### src/rtl/dmem_lsu_ctrl.sv
// Load/store controller: one outstanding req/gnt/rvalid data-memory access with
// lane alignment, sign/zero extension, misalignment, bus-error and timeout reporting.
module dmem_lsu_ctrl #(
  parameter int ADDR_W      = 32,
  parameter int TIMEOUT_CYC = 64,
  parameter int TO_CNT_W    = 8
) (
  input  logic              clk_i,
  input  logic              rst_i,
  input  logic              i_lsu_req,
  input  logic              i_lsu_we,
  input  logic [1:0]        i_lsu_size,
  input  logic              i_lsu_sign,
  input  logic [ADDR_W-1:0] i_lsu_addr,
  input  logic [31:0]       i_lsu_wdata,
  output logic              o_lsu_busy,
  output logic              o_lsu_done,
  output logic [31:0]       o_lsu_rdata,
  output logic              o_lsu_err,
  output logic              o_lsu_misaligned,
  output logic              data_req_o,
  input  logic              data_gnt_i,
  input  logic              data_rvalid_i,
  input  logic [31:0]       data_rdata_i,
  input  logic              data_err_i,
  output logic              data_we_o,
  output logic [3:0]        data_be_o,
  output logic [ADDR_W-1:0] data_addr_o,
  output logic [31:0]       data_wdata_o
);

  // Handshake: data_req_o stays high with addr/we/be/wdata stable until the
  // cycle data_gnt_i is seen; the single response is the next data_rvalid_i.
  typedef enum logic [1:0] {S_IDLE, S_REQ, S_RESP, S_DONE} state_e;

  localparam logic [TO_CNT_W-1:0] TO_LIMIT = TO_CNT_W'(TIMEOUT_CYC);

  state_e              state_q, state_d;
  logic [ADDR_W-1:0]   addr_q, addr_d;
  logic [1:0]          off_q, off_d;
  logic [3:0]          be_q, be_d;
  logic [31:0]         wdata_q, wdata_d;
  logic                we_q, we_d;
  logic [1:0]          size_q, size_d;
  logic                sign_q, sign_d;
  logic [TO_CNT_W-1:0] cnt_q, cnt_d;
  logic [31:0]         rdata_q, rdata_d;
  logic                err_q, err_d;
  logic                mis_q, mis_d;

  logic                req_mis;
  logic                req_illegal;
  logic [3:0]          be_calc;
  logic [31:0]         wdata_calc;
  logic [31:0]         load_shift;
  logic [31:0]         load_ext;
  logic [TO_CNT_W-1:0] cnt_nxt;
  logic                to_hit;

  always_comb begin
    req_illegal = (i_lsu_size == 2'b11);
    req_mis     = ((i_lsu_size == 2'b01) && i_lsu_addr[0]) ||
                  ((i_lsu_size == 2'b10) && (i_lsu_addr[1:0] != 2'b00));
    be_calc     = 4'b1111;
    wdata_calc  = i_lsu_wdata;
    case (i_lsu_size)
      2'b00: begin
        be_calc    = 4'b0001 << i_lsu_addr[1:0];
        wdata_calc = {4{i_lsu_wdata[7:0]}};
      end
      2'b01: begin
        be_calc    = 4'b0011 << i_lsu_addr[1:0];
        wdata_calc = {2{i_lsu_wdata[15:0]}};
      end
      default: ;
    endcase
  end

  always_comb begin
    load_shift = data_rdata_i >> {off_q, 3'b000};
    case (size_q)
      2'b00:   load_ext = {{24{sign_q & load_shift[7]}}, load_shift[7:0]};
      2'b01:   load_ext = {{16{sign_q & load_shift[15]}}, load_shift[15:0]};
      default: load_ext = load_shift;
    endcase
  end

  always_comb begin
    cnt_nxt = cnt_q + TO_CNT_W'(1);
    to_hit  = (TIMEOUT_CYC != 0) && (cnt_nxt >= TO_LIMIT);
  end

  always_comb begin
    state_d = state_q;
    addr_d  = addr_q;
    off_d   = off_q;
    be_d    = be_q;
    wdata_d = wdata_q;
    we_d    = we_q;
    size_d  = size_q;
    sign_d  = sign_q;
    cnt_d   = cnt_q;
    rdata_d = rdata_q;
    err_d   = err_q;
    mis_d   = mis_q;
    case (state_q)
      S_IDLE, S_DONE: begin
        state_d = S_IDLE;
        if (i_lsu_req) begin
          if (req_illegal || req_mis) begin
            // Rejected accesses never touch the bus.
            state_d = S_DONE;
            err_d   = 1'b1;
            mis_d   = req_mis;
            rdata_d = '0;
          end else begin
            state_d = S_REQ;
            addr_d  = {i_lsu_addr[ADDR_W-1:2], 2'b00};
            off_d   = i_lsu_addr[1:0];
            be_d    = be_calc;
            wdata_d = wdata_calc;
            we_d    = i_lsu_we;
            size_d  = i_lsu_size;
            sign_d  = i_lsu_sign;
            cnt_d   = '0;
          end
        end
      end
      S_REQ: begin
        cnt_d = cnt_nxt;
        // A grant on the timeout cycle still wins: the bus owns the access now.
        if (data_gnt_i) begin
          state_d = S_RESP;
        end else if (to_hit) begin
          state_d = S_DONE;
          err_d   = 1'b1;
          mis_d   = 1'b0;
          rdata_d = '0;
        end
      end
      S_RESP: begin
        cnt_d = cnt_nxt;
        if (data_rvalid_i) begin
          state_d = S_DONE;
          err_d   = data_err_i;
          mis_d   = 1'b0;
          rdata_d = (data_err_i || we_q) ? 32'h0 : load_ext;
        end else if (to_hit) begin
          state_d = S_DONE;
          err_d   = 1'b1;
          mis_d   = 1'b0;
          rdata_d = '0;
        end
      end
      default: state_d = S_IDLE;
    endcase
  end

  always_ff @(posedge clk_i) begin
    if (rst_i) begin
      state_q <= S_IDLE;
      addr_q  <= '0;
      off_q   <= '0;
      be_q    <= '0;
      wdata_q <= '0;
      we_q    <= 1'b0;
      size_q  <= '0;
      sign_q  <= 1'b0;
      cnt_q   <= '0;
      rdata_q <= '0;
      err_q   <= 1'b0;
      mis_q   <= 1'b0;
    end else begin
      state_q <= state_d;
      addr_q  <= addr_d;
      off_q   <= off_d;
      be_q    <= be_d;
      wdata_q <= wdata_d;
      we_q    <= we_d;
      size_q  <= size_d;
      sign_q  <= sign_d;
      cnt_q   <= cnt_d;
      rdata_q <= rdata_d;
      err_q   <= err_d;
      mis_q   <= mis_d;
    end
  end

  assign o_lsu_busy       = (state_q == S_REQ) || (state_q == S_RESP);
  assign o_lsu_done       = (state_q == S_DONE);
  assign o_lsu_rdata      = rdata_q;
  assign o_lsu_err        = err_q;
  assign o_lsu_misaligned = mis_q;
  assign data_req_o       = (state_q == S_REQ);
  assign data_we_o        = we_q;
  assign data_be_o        = be_q;
  assign data_addr_o      = addr_q;
  assign data_wdata_o     = wdata_q;

endmodule

### config.mk
export PLATFORM = sky130hd
export DESIGN_NAME = dmem_lsu_ctrl
export DESIGN_NICKNAME = d
export VERILOG_FILES = /design/src/rtl/dmem_lsu_ctrl.sv
export SDC_FILE = /design/constraint.sdc
export NUM_CORES = 1
export LEC_CHECK = 0
export CORE_MARGIN = 1.5
export CORE_UTILIZATION = 47
export DETAILED_ROUTE_END_ITERATION = 12
export GPL_ROUTABILITY_DRIVEN = 0
export GPL_TIMING_DRIVEN = 0
export PLACE_DENSITY = 0.85
export SYNTH_ARGS = -nofsm -noshare
export SYNTH_HDL_FRONTEND = slang
export SYNTH_SLANG_ARGS = --single-unit
### constraint.sdc
create_clock -name clk_i -period 6.3 [get_ports clk_i]
set_clock_uncertainty 0.1 [all_clocks]
set_input_delay 0.945 -clock clk_i [delete_from_list [all_inputs] [get_ports clk_i]]
set_output_delay 0.945 -clock clk_i [all_outputs]
set_load 0.005 [all_outputs]
Word level (Yosys, flattened, before mapping)

Index checks and enable logic that the tools add are counted.

Word-level logic and storage cells: 77
Register bits after elaboration: 116
Output and inout bits: 106

$add $sub $neg: 1
Mux-type cells: 31
Equal/unequal tests: 11
Reduce and logical (&&, ||, !) cells: 15
Shift-type cells: 3
Bitwise gates (word level): 3
$lt $le $gt $ge: 1

Operators by type and width:

| operator                                            | number |
|---|---|
| two-way mux 32 bit                                  | 6 |
| one-hot mux 32 bit (2 select lines)                 | 2 |
| one-hot mux 32 bit (3 select lines)                 | 1 |
| right shift 32 x 5 -> 32 bit                        | 1 |
| two-way mux 8 bit                                   | 2 |
| one-hot mux 8 bit (2 select lines)                  | 1 |
| two-way mux 1 bit                                   | 10 |
| two-way mux 2 bit                                   | 5 |
| adder 8 x 1 -> 8 bit, second input constant         | 1 |
| equality test 2 bit, second input constant          | 4 |
| >= comparator 8 x 7 -> 1 bit, second input constant | 1 |
| inequality test 2 bit, second input constant        | 4 |
| one-hot mux 4 bit (2 select lines)                  | 1 |
| equality test 2 x 1 -> 1 bit, second input constant | 3 |
| logical NOT 2 bit                                   | 3 |
| one-hot mux 1 bit (3 select lines)                  | 2 |
| one-hot mux 2 bit (3 select lines)                  | 1 |
| AND reduction 3 bit                                 | 2 |
| logical OR 1 bit                                    | 4 |
| OR reduction 2 bit                                  | 2 |
| << shifter 1 x 2 -> 4 bit, first input constant     | 1 |
| << shifter 2 x 2 -> 4 bit, first input constant     | 1 |
| AND 1 bit                                           | 2 |
| logical AND 1 bit                                   | 2 |
| 3 further kinds                                     | 3 |

Longest topological paths before layout

Gate-level depths: netlist of run 1.

Depth after elaboration: 7
Mapped depth: 9

Least setup slack after synthesis of run 1

Ideal clock, no wire load.

Kind: input port to flip-flop
Start: input data_gnt_i
End: register rdata_q[22] (netlist: o_lsu_rdata[22])
Cell stages on the path: 6
Arrival time: 2.247 ns
Path buffers: 1
Slack: 3.880 ns
Setup time: 0.073 ns
Path through: a21o_1 -> or4_4 -> nand4bb_4 -> buf_6 -> a21boi_0 -> o22ai_2

Cells in the longest elaborated chain, start to end: 2

RTL lines:

| element                                | line | text |
|---|---|---|
| from (decl)                            | 22   | `input logic data_gnt_i,` |
| inequality test 2 bit (no source line) | --   |  |
| AND reduction 3 bit (no source line)   | --   |  |
| to (signal assigned)                   | 183  | `rdata_q <= rdata_d;` |
| to (decl)                              | 47   | `logic [31:0] rdata_q, rdata_d;` |

No other way between the ends.
A chain may end at the register's enable or synchronous reset.

Worst setup path in the final report of run 1

Start: register state_q[0]
End: output o_lsu_busy

Cells in the longest elaborated chain, start to end: 2
Elaborated cells between the ends (all ways): 3
Classes of those cells: eq/ne: 2; reduce/logical: 1

RTL lines:

| element                                                                    | line | text |
|---|---|---|
| from (decl)                                                                | 38   | `state_e state_q, state_d;` |
| from (signal assigned)                                                     | 174  | `state_q <= state_d;` |
| equality test 2 x 1 -> 1 bit / equality test 2 bit (equally long branches) | 189  | `assign o_lsu_busy = (state_q == S_REQ) \|\| (state_q == S_RESP);` |
| logical OR 1 bit (*)                                                       | 189  |  |
| to (decl)                                                                  | 16   | `output logic o_lsu_busy,` |

Every way passes the cells marked *; elsewhere a longest branch is shown, timed or not.

==> qor.yml, run 1 <==
floorplan:
  rows: 39
  initial_utilization_pct: 47.97
  io_pins: 212
  chipHeight_um: 110.5
  die-width_um: 110.5
  core_area_um2: 11320
  dieArea_um2: 12210
power_and_ir_drop:
  powerDensity_nw_per_um2: 292.8
  seqPwrFrac_pct: 35.0
  ir_drop_v: 0.0002197
  clkPwrFrac_pct: 38.5
  switching_power_mw: 0.7046
  p_total_mw: 2.411
  power.leakage_nw: 2.904
  p_sw_share_pct: 29.23
  p_comb_share_pct: 26.5
  internal_power_mw: 1.706
clock_network:
  cts.sinks: 116
  root_buffer: "clkbuf_16"
  cts_buffer_depth: 2
  htree_levels: 4
  cts_tree: "built"
  cts-resized-gates: 0
  path_clk_slew_ns: 0.05
  cts_setup_buffers: 0
  clock_latency_ns: 0.42
  cts.hold.buffers_added: 0
  cts_buffers: 17
timing:
  fmax_ghz: 0.3249
  post-route-min-period_ns: 3.077
  setup_tns_ns: 0
  hold_violations: 0
  worst_pin_slew_ns: 0.6862
  relSlewSlack_pct: 54.25
  setup_viol: 0
  slew_violations: 0
  rsz0062_at_grt: "no"
  period_share_pct: 48.85
drt:
  drtIter0Drc: 448
  avgViaCountPerCell: 5.597
  dr.pass1.iters: 5
  final_antenna_net_count: 0
  routed_wl_mm: 17.86
  dr_total_vias: 5720
  wire_per_inst_um: 17.48
  post-route-drc-count: 0
layout:
  antennaDiodeCount: 0
  nets: 977
  fillers: 857
  regArea_um2: 2322
  final_layout_size_suffix_gt1_share_pct: 9.443
  multiInputGateArea_um2: 2753
  fin_area_um2: 8233
  synthToLayoutAreaGrowth_pct: 51.61
grt:
  grt_pass1_wl_mm: 28.95
  grt_usage_pct: 29.58
  antenna_found_initial: 0
  overflow: 0
  grt_pass1_vias: 5977
  grt_max_degree: 17
logic_synthesis:
  ys.flop_type: "dfxtp_1"
  ys_ff_latch: 116
  async_flop_share_pct: 0
  yosysMostFrequentCell: "nand2_1"
  synth_area_um2: 5430
  yosysUniqueCellTypes: 56
  syn-instance-count: 642
  ys_warn_count: 0
  synth_common_cells: "nand2_1 (127), dfxtp_1 (116), a21oi_1 (62)"
  ys_top_cells_by_area: "dfxtp_1 (43%), nand2_1 (8.8%), a21oi_1 (5.7%)"
  syn_avg_cell_area_um2: 8.458
  synth_edf_count: 0
  netlist.area_leader.share_pct: 42.76
  ys_seq_area_share_pct: 42.76
  yosysTopAreaCell: "dfxtp_1"
placed_design:
  dpl_cell_area_um2: 7665
  dp_hpwl_mm: 13.27
  port-buffer-count: 205
min_path:
  hp-class: "reg -> reg"
status:
  status: "completed"
setup_path:
  crit_required_ns: 5.25
  critPathArrivalTime_ns: 2.03
  crit_type: "reg -> out"
  cp-start-kind: "register"
  worstSetupEndpointType: "primary output"
  cp_max_fo: 8
run:
  cap_violations: 0
==> sequential cells by signal, indices dropped and copies added, names as in the netlist <==
signal and count:
off_q 2, state_q 2, o_lsu_misaligned 1, data_addr_o 30, sign_q 1, data_we_o 1, o_lsu_err 1, data_wdata_o 32
o_lsu_rdata 32, cnt_q 8, size_q 2, data_be_o 4
==> metal layers <==
layer	global-route usage, %	up-vias	wire length [um]
li1	-	2706	-
met1	34.11	2672	7102
met2	49.63	274	8758
met3	8.178	68	1306
met4	16.15	0	697
met5	0	-	0
==> layout by cell type, fill, tap and decap left out, types with 7 or more instances in the layout <==
master,instances
nor3_1,7
o211ai_1,8
o21ai_0,21
o22ai_2,10
dfxtp_1,116
a311oi_1,11
inv_1,23
o32ai_1,17
mux2_2,15
a21boi_0,15
clkbuf_16,17
nor2_1,39
mux2i_1,26
a211oi_1,16
o22ai_1,9
a21oi_1,62
nand2_1,127
nand2b_1,17
buf_2,13
clkdlybuf4s50_1,205
clkbuf_1,31
==> power by group through the flow <==
stage / registers [mW] / clock network [mW] / logic [mW]
after global routing: 0.851 / 0.972 / 0.685
final: 0.844 / 0.929 / 0.638
after CTS: 0.843 / 0.932 / 0.632
after floorplan: 0.856 / 0 / 0.335
after global placement: 0.854 / 0 / 0.608
after detailed placement: 0.858 / 0 / 0.624
==> final timing paths <==
kind                                startpoint              end  slack (ns)  cells after the start
worst max register to register      state_q[0]  o_lsu_rdata[30]        3.77                      8
worst min register to register  data_addr_o[6]   data_addr_o[6]        0.36                      2
worst min-delay path            data_addr_o[6]   data_addr_o[6]        0.36                      2
worst max-delay path                state_q[0]       o_lsu_busy        3.22                      5
==> worst max-delay path, cell delays in order (launching register included) <==
cell	delay, ns
dfxtp_1	0.38
inv_1	0.07
ha_1	0.31
buf_6	0.14
inv_1	0.16
clkdlybuf4s50_1	0.56
==> cells by family (layout without fill, tap and decap cells) <==
kind of cell,Yosys count,after routing,synth area share (%)
other,1,2,0.06906
XOR/XNOR,3,3,0.4840
adder cells (fa/ha/maj),4,4,0.9217
buffers and inverters,78,314,6.612
flip-flops,116,116,42.77
multiplexers,41,41,7.903
AO/OA/AOI/OAI,188,188,23.73
AND/OR/NAND/NOR,211,211,17.51
==> per-stage QoR <==
stage,hold WS (ns),util (%),cells,setup WS (ns)
after CTS,0.3573,72.72,1022,3.234
after floorplan,0.3527,-,643,3.880
final,0.3558,72.72,1022,3.223
after detailed placement,0.3508,67.71,991,3.165
after global routing,0.3721,72.72,1022,3.152
after global placement,0.3414,67.71,991,3.211
==> layout make-up <==
| type | count | area share (%) |
|---|---|---|
| buffer | 54 | 3.267 |
| clock buffer | 21 | 5.593 |
| clock inverter | 10 | 1.307 |
| inverter | 24 | 1.094 |
| multi-input combinational | 449 | 33.43 |
| sequential | 116 | 28.21 |
| tap | 143 | 2.173 |
| timing repair buffer | 205 | 24.92 |
(Power assumes the default switching activity.)
==> inputs of run 2 (changes only) <==
- CORE_UTILIZATION: 47 -> 44
- PLACE_DENSITY: 0.85 -> 0.81
- clock period: 6.3 -> 2.9 ns (I/O delays scaled with it)
==> qor.yml, run 2 (same netlist as run 1, synthesis figures left out) <==
status:
  status: "completed"
run:
  cap_violations: 0  # unchanged
power_and_ir_drop:
  powerDensity_nw_per_um2: 642.5  # +120%
  power.leakage_nw: 2.908  # +0.15%
  ir_drop_v: 0.0004358  # +98%
placed_design:
  preCtsSetupSlack_ns: 0.2558  # -2.909 ns
  port-buffer-count: 205  # unchanged
  dp_hpwl_mm: 13.57  # +2.3%
floorplan:
  core_area_um2: 12010  # +6.1%
  initial_utilization_pct: 45.21  # -2.8 points
  die-width_um: 114.1  # +3.3%
  io_pins: 212  # unchanged
  dieArea_um2: 13020  # +6.6%
  chipHeight_um: 114.1  # +3.3%
  rows: 40  # +2.6%
setup_path:
  cp_max_fo: 8  # unchanged
  cp_slowest_stage_delay_ns: 0.56  # about the same
  crit_type: "reg -> out"
  worstSetupEndpointType: "primary output"
  cpMostUsedCell: "inv_1"
  r2r.worst_path.cells: 9  # +1
  critPathArrivalTime_ns: 2.03  # about the same
  crit_required_ns: 2.37  # -2.88 ns
  cp-start-kind: "register"
  r2r_slack_ns: 0.37  # -3.40 ns
  worstReg2RegStart: "state_q[0]"
  r2r_end: "o_lsu_rdata[23]"
  crit_start: "state_q[0]"
  crit_slowest_cell: "clkdlybuf4s50_1"
  crit_chain: "inv_1, ha_1, buf_6, inv_1, clkdlybuf4s50_1"
timing:
  setup_viol: 0  # unchanged
  post-route-min-period_ns: 2.564
  fmax_ghz: 0.3900
  rsz0062_at_grt: "no"
  slew_violations: 0  # unchanged
  relSlewSlack_pct: 52.20  # -2.1 points
  period_share_pct: 88.41
  hold_violations: 0  # unchanged
  setup_tns_ns: 0  # unchanged
  finalWorstSetupSlack_ns: 0.3362  # -2.886 ns
  worst_pin_slew_ns: 0.7170  # +0.03083 ns
drt:
  drtIter0Drc: 497  # +11%
  post-route-drc-count: 0  # unchanged
  avgViaCountPerCell: 5.516  # -1.5%
  final_antenna_net_count: 0  # unchanged
  dr_total_vias: 5659  # -1.1%
  routed_wl_mm: 18.06  # +1.1%
  dr.pass1.iters: 6  # +1
  wire_per_inst_um: 17.60  # +0.71%
clock_network:
  cts_tree: "built"
  htree_levels: 4  # unchanged
  path_clk_slew_ns: 0.05  # about the same
  cts.hold.buffers_added: 0  # unchanged
  root_buffer: "clkbuf_16"
  cts-resized-gates: 0  # unchanged
  cts.sinks: 116  # unchanged
  cts_buffer_depth: 2  # unchanged
  cts_setup_buffers: 0  # unchanged
  cts_buffers: 17  # unchanged
  clock_latency_ns: 0.42  # about the same
grt:
  grt_max_degree: 17  # unchanged
  antenna_found_initial: 0  # unchanged
  grt_pass1_wl_mm: 27.86  # -3.7%
  grt_pass1_vias: 5560  # -7.0%
  grt_usage_pct: 27.65  # -1.9 points
  overflow: 0  # unchanged
layout:
  antennaDiodeCount: 0  # unchanged
  layout_common_cells: "clkdlybuf4s50_1 (205), nand2_1 (127), dfxtp_1 (116)"
  final_layout_size_suffix_gt1_share_pct: 9.329  # -0.11 points
  layout_commonest_cell: "clkdlybuf4s50_1"
  synthToLayoutAreaGrowth_pct: 51.98
  nets: 977  # unchanged
min_path:
  hp-class: "in -> reg"
  min_from: "i_lsu_addr[0]"
  min_to: "off_q[0]"
  hold_depth: 3  # +1
==> run 2: cell count changes in the layout (fill, tap and decap cells not counted), sizes merged <==
| cell | previous run | this run |
|---|---|---|
| bufinv | 2 | 3 |
| clkinv | 6 | 5 |
==> run 2: where the power goes <==
group / switching, mW / total (mW) / internal (mW)
clock network: 0.724 / 2.08 / 1.36
registers: 0.0937 / 1.83 / 1.74
logic: 0.713 / 1.39 / 0.672
total: 1.53 / 5.30 / 3.77
==> run 2: layout make-up <==
type                            instances  area [um^2]
Clock inverter                         10        132.6
Buffer                                 54        269.0
Inverter                               24        90.09
Clock buffer                           21        450.4
Tap cell                              147        183.9
Multi-Input combinational cell        449         2753
Timing Repair Buffer                  205         2052
Sequential cell                       116         2322
Fill cell                             967         3759
==> run 2: per-stage QoR <==
stage          total power, mW  std cells  utilization [%]  hold slack, ns  area [um^2]
6_report                 5.303       1026            68.71          0.2697         8253
4_1_cts                  5.305       1026            68.71          0.2623         8253
2_1_floorplan            2.587        643                -          0.3527         5434
3_5_place_dp             3.231        995            63.85          0.3476         7670
5_1_grt                  5.529       1026            68.71          0.3094         8253
3_3_place_gp             3.180        995            63.85          0.3411         7670
==> run 2: layer usage <==
metal	global-route usage, %	vias up	wire length [um]
li1	-	2704	-
met1	31.42	2658	7193
met2	48.63	245	9037
met3	7.570	52	1184
met4	12.17	0	645
met5	0	-	0
==> run 2: worst max-delay path: cells and delay by family, from the launching register on <==
kind	cells	cell delay (ns)
buffers and inverters	4	0.91
flip-flops	1	0.40
adder cells (fa/ha/maj)	1	0.30
==> run 2: how the worst max path moves through the flow <==
stage	endpoint	depth (start not counted)
finish	o_lsu_busy	5
global route	o_lsu_rdata[30]	8
CTS	o_lsu_busy	5
detailed placement	o_lsu_rdata[25]	7
global placement	o_lsu_rdata[23]	7
floorplan	o_lsu_rdata[22]	9
